File: config.mk
export PLATFORM = sky130hd
export DESIGN_NAME = fft_digit_reorder
export DESIGN_NICKNAME = d
export VERILOG_FILES = /design/src/rtl/fft_digit_reorder.sv
export SDC_FILE = /design/constraint.sdc
export NUM_CORES = 2
export LEC_CHECK = 0
export CAP_MARGIN = 0
export CORE_MARGIN = 2
export CORE_UTILIZATION = 62
export DETAILED_ROUTE_END_ITERATION = 10
export GPL_TIMING_DRIVEN = 0
export PLACE_DENSITY = 0.79
export SLEW_MARGIN = 20
export SYNTH_ARGS = -nofsm -noshare
export SYNTH_HDL_FRONTEND = slang
export SYNTH_SLANG_ARGS = --single-unit
File: constraint.sdc
create_clock -name clock -period 4.9 [get_ports clock]
set_input_delay 1.225 -clock clock [delete_from_list [all_inputs] [get_ports clock]]
set_output_delay 1.225 -clock clock [all_outputs]
set_load 0.1 [all_outputs]
File: src/rtl/fft_digit_reorder.sv
// fft_digit_reorder
// Reorders digit-reversed radix-4 SDF FFT output into natural bin order.
// A ping-pong pair of frame buffers lets one frame be written while the
// previous one is read out, so contiguous frames stream without gaps.
module fft_digit_reorder #(
  parameter  int WIDTH = 32,
  parameter  int LOG4N = 2,
  localparam int N     = 4 ** LOG4N,
  localparam int AW    = 2 * LOG4N
) (
  input  logic             clock,
  input  logic             reset,
  input  logic             input_en,
  input  logic [WIDTH-1:0] input_real,
  input  logic [WIDTH-1:0] input_imag,
  input  logic             input_clear,
  output logic             output_en,
  output logic [WIDTH-1:0] output_real,
  output logic [WIDTH-1:0] output_imag,
  output logic [AW-1:0]    output_index,
  output logic             output_first
);

  localparam logic [AW-1:0] LAST = AW'(N - 1);

  // Both banks live in one array; the MSB of the address selects the bank.
  logic [2*WIDTH-1:0] mem [0:2*N-1];

  logic          bankSel_q, bankSel_d;
  logic [AW-1:0] wrCnt_q, wrCnt_d;
  logic [AW-1:0] rdCnt_q, rdCnt_d;
  logic          rdActive_q, rdActive_d;
  logic          frameDone;
  logic [AW-1:0] wrAddr;
  logic [AW:0]   wrMemAddr;
  logic [AW:0]   rdMemAddr;
  logic [2*WIDTH-1:0] rdWord;

  // Reverse the order of the 2-bit radix-4 digits; bits inside a digit stay put.
  function automatic logic [AW-1:0] rev4(input logic [AW-1:0] x);
    logic [AW-1:0] r;
    r = '0;
    for (int d = 0; d < LOG4N; d++) begin
      r[2*d +: 2] = x[2*(LOG4N-1-d) +: 2];
    end
    return r;
  endfunction

  // Next-state for write counter, bank select and the read engine.
  // A clear always wins over frame completion, so a clear on the last
  // write slot neither swaps banks nor starts a read.
  always_comb begin
    frameDone  = input_en && !input_clear && (wrCnt_q == LAST);
    wrAddr     = input_clear ? '0 : wrCnt_q;
    wrCnt_d    = wrCnt_q;
    bankSel_d  = bankSel_q;
    rdCnt_d    = rdCnt_q;
    rdActive_d = rdActive_q;

    if (input_clear) begin
      wrCnt_d = input_en ? AW'(1) : '0;
    end else if (input_en) begin
      wrCnt_d = wrCnt_q + AW'(1);
    end

    if (frameDone) begin
      bankSel_d  = ~bankSel_q;
      rdCnt_d    = '0;
      rdActive_d = 1'b1;
    end else if (rdActive_q) begin
      rdCnt_d    = rdCnt_q + AW'(1);
      rdActive_d = (rdCnt_q != LAST);
    end

    wrMemAddr = {bankSel_q, wrAddr};
    rdMemAddr = {~bankSel_q, rev4(rdCnt_q)};
    rdWord    = mem[rdMemAddr];
  end

  // Sample storage; contents are deliberately left unreset.
  always_ff @(posedge clock) begin
    if (input_en) begin
      mem[wrMemAddr] <= {input_real, input_imag};
    end
  end

  // Control state registers.
  always_ff @(posedge clock or posedge reset) begin
    if (reset) begin
      bankSel_q  <= 1'b0;
      wrCnt_q    <= '0;
      rdCnt_q    <= '0;
      rdActive_q <= 1'b0;
    end else begin
      bankSel_q  <= bankSel_d;
      wrCnt_q    <= wrCnt_d;
      rdCnt_q    <= rdCnt_d;
      rdActive_q <= rdActive_d;
    end
  end

  // Output register: data and index hold while idle, strobes drop.
  always_ff @(posedge clock or posedge reset) begin
    if (reset) begin
      output_en    <= 1'b0;
      output_first <= 1'b0;
      output_real  <= '0;
      output_imag  <= '0;
      output_index <= '0;
    end else begin
      output_en    <= rdActive_q;
      output_first <= rdActive_q && (rdCnt_q == '0);
      if (rdActive_q) begin
        output_real  <= rdWord[2*WIDTH-1:WIDTH];
        output_imag  <= rdWord[WIDTH-1:0];
        output_index <= rdCnt_q;
      end
    end
  end

endmodule

==> reports/results.ini <==
[finish]
final_area_mm2=0.0932
area_delta_synth_final_pct=15.5
nNetsFinal=4118
final_layout_size_suffix_gt1_share_pct=23.4
fillerInstances=6922

[grt]
grt_max_degree=53
grt_pass1_wl_mm=305
grt.overflow.total=0
gr-usage-all-layers_pct=32.9
antenna_found_initial=18
grt_pass1_vias=42800

[critical_path]
path_class=reg -> out
startpoint_type=flip-flop
cp.required_ns=3.67
crit_slowest_cell=clkdlybuf4s50_1
end_kind=primary output
path_cells=clkdlybuf4s50_1
max_stage_delay_ns=1.21
reg2reg_depth=6
cp.buffers_inverters=1
cp_top_family=buffers and inverters
cp.depth=1
crit_arrival_ns=2.61
cp_max_fo=2

[route]
routed_wl_mm=215
drc=0
num_vias=41700
wl_per_cell_um=36.0
drt_iter0_markers=6714
firstDrtPassIters=8
ant_nets=0
via_per_inst=7.00

[clock_tree]
cts-root-buf=clkbuf_16
cts_made_buffers=196
cts-resized-gates=0
post_cts_buffers=0
cts_tree=yes
clockBufferDepth=3
cts_htree_levels=4
clkSinkCount=2128
clk_latency_ns=0.82
cts_hold_buf=0
path_clk_slew_ns=0.07

[floorplanning]
pin_count=138
die-area_mm2=0.133
die_y_um=365
start_util_pct=62.4
die_w_um=365
core_mm2=0.129
fp-row-count=132

[timing]
finClkSkew_ns=0.0340
hold_viol=0
maxClockFrequency_mhz=261
setup_viol=0
slew_violations=0
holdWs_ns=0.404
fin_crit_ns=3.84
min_period_over_period_pct=78.3
relSlewSlack_pct=15.5
rsz0062_at_grt=false
fin_ws_ns=1.06
tightest_slew_ns=1.27
tns_ns=0

[yosys]
ys_seq_area_share_pct=78.7
synth.distinct_cells=41
synthArstFlopShare_pct=3.76
postSynthCellCount=3602
syn_nets=3673
synth_edf_count=2048
ys_ff_latch=2128
synth_ff_type=edfxtp_1
avgSynthCellArea_um2=22.4
synth.cell_area_mm2=0.0807
ys.warnings.count=0

[pwr]
power_density_mw_per_mm2=382
p_leak_uw=0.0313
peakVddDrop_mv=0.486

[placed_design]
gp_congestion=0.798
hpwl_mm=133
dp_slack_ns=0.633
place_area_mm2=0.0871
port_buffers=135

[worst_hold_path]
holdPathStages=0
hold_path_class=reg -> reg

[outcome]
status=finished, final reports clean

[flow_run]
cap_violations=0

==> state kept, by name, summed over array words and instances, names as in the netlist, 4 cells and up <==
signal        flops
wrCnt_q           4
output_index      4
output_real      32
rdCnt_q           4
output_imag      32
mem            2048
==> cells by family after synthesis <==
kind of cell    synth area share [%]
mux                             15.3
xor+xnor                      0.0759
fa+ha+maj                     0.0465
simple gates                    1.39
compound gates                  2.96
flops                           78.7
buf+inv                         1.61
==> worst paths after layout <==
| kind | startpoint | endpoint | slack (ns) |
|---|---|---|---|
| worst min-delay path | rdActive_q | output_en | 0.40 |
| worst max register to register | bankSel_q | mem[26][40] | 1.54 |
| max in group asynchronous | reset | output_real[25] | 3.27 |
| worst min register to register | rdActive_q | output_en | 0.40 |
| min in group asynchronous | reset | output_real[15] | 0.85 |
| worst max-delay path | output_real[19] | output_real[19] | 1.06 |
==> cells in the final DEF, fill, tap and decap left out, types with 30 or more instances in the layout <==
cell,n
edfxtp_1,2048
mux4_2,411
mux2i_1,302
clkbuf_16,205
clkbuf_1,134
clkdlybuf4s50_1,114
dfrtp_1,80
buf_12,74
nand2_1,72
buf_2,68
a22oi_1,68
o22ai_1,60
clkinv_2,45
buf_4,42
nor2_1,42
buf_16,40
nand2b_1,35
o2111ai_1,34
a21o_1,34
nor2_4,33
a32oi_1,33
a222oi_1,33
a32o_1,30
nor4_1,30
==> worst register-to-register path, stage by stage, from the launching register on <==
cell	delay (ns)
dfrtp_1	0.56
clkbuf_1	0.57
nor2b_1	0.39
nand2_1	0.35
nor2_4	0.66
buf_12	0.28
buf_12	0.22
==> layout make-up <==
class	count	area (um2)	area share [%]
Inverter	4	25.0	0.0268
Buffer	210	1290	1.38
Tap cell	1742	2180	2.34
Clock buffer	269	5460	5.86
Multi-Input combinational cell	1260	16200	17.4
Sequential cell	2128	63500	68.1
Clock inverter	93	776	0.832
Timing Repair Buffer	247	3790	4.06
Antenna cell	8	20.0	0.0215
==> metal layers <==
| layer | track usage [%] | wire length, um | vias to the layer above |
|---|---|---|---|
| li1 | - | - | 16200 |
| met1 | 41.1 | 70900 | 21500 |
| met2 | 53.8 | 106000 | 3315 |
| met3 | 8.15 | 25300 | 752 |
| met4 | 17.3 | 12300 | 8 |
| met5 | 0 | 49 | - |
==> power breakdown <==
part	total, uW	internal [uW]	switching, uW
clock	15000	8460	6520
combinational	503	105	398
sequential	20100	20100	31.5
==> metrics by stage <==
step	instances	power [uW]	utilization (%)
3_5_place_dp	5591	21000	67.3
4_1_cts	5953	35600	72.1
5_1_grt	5958	36300	72.1
3_3_place_gp	5479	20900	65.2
2_1_floorplan	3602	20600	-
6_report	5961	35600	72.1
==> cell usage after synthesis (7+ instances only) <==
master | number | area share (%)
a21o_1 | 34 | 0.32
a222oi_1 | 33 | 0.41
a22oi_1 | 68 | 0.63
a32o_1 | 30 | 0.37
a32oi_1 | 33 | 0.36
buf_1 | 7 | 0.033
buf_2 | 46 | 0.29
buf_4 | 42 | 0.39
buf_6 | 25 | 0.35
clkbuf_1 | 83 | 0.39
dfrtp_1 | 80 | 2.5
edfxtp_1 | 2048 | 76
mux2i_1 | 302 | 3.7
mux4_2 | 411 | 11
nand2_1 | 72 | 0.33
nand2b_1 | 35 | 0.27
nor2_1 | 75 | 0.35
nor2b_1 | 7 | 0.054
nor4_1 | 30 | 0.23
o2111ai_1 | 34 | 0.37
o22ai_1 | 60 | 0.46
Power figures use the tool's default switching activity.
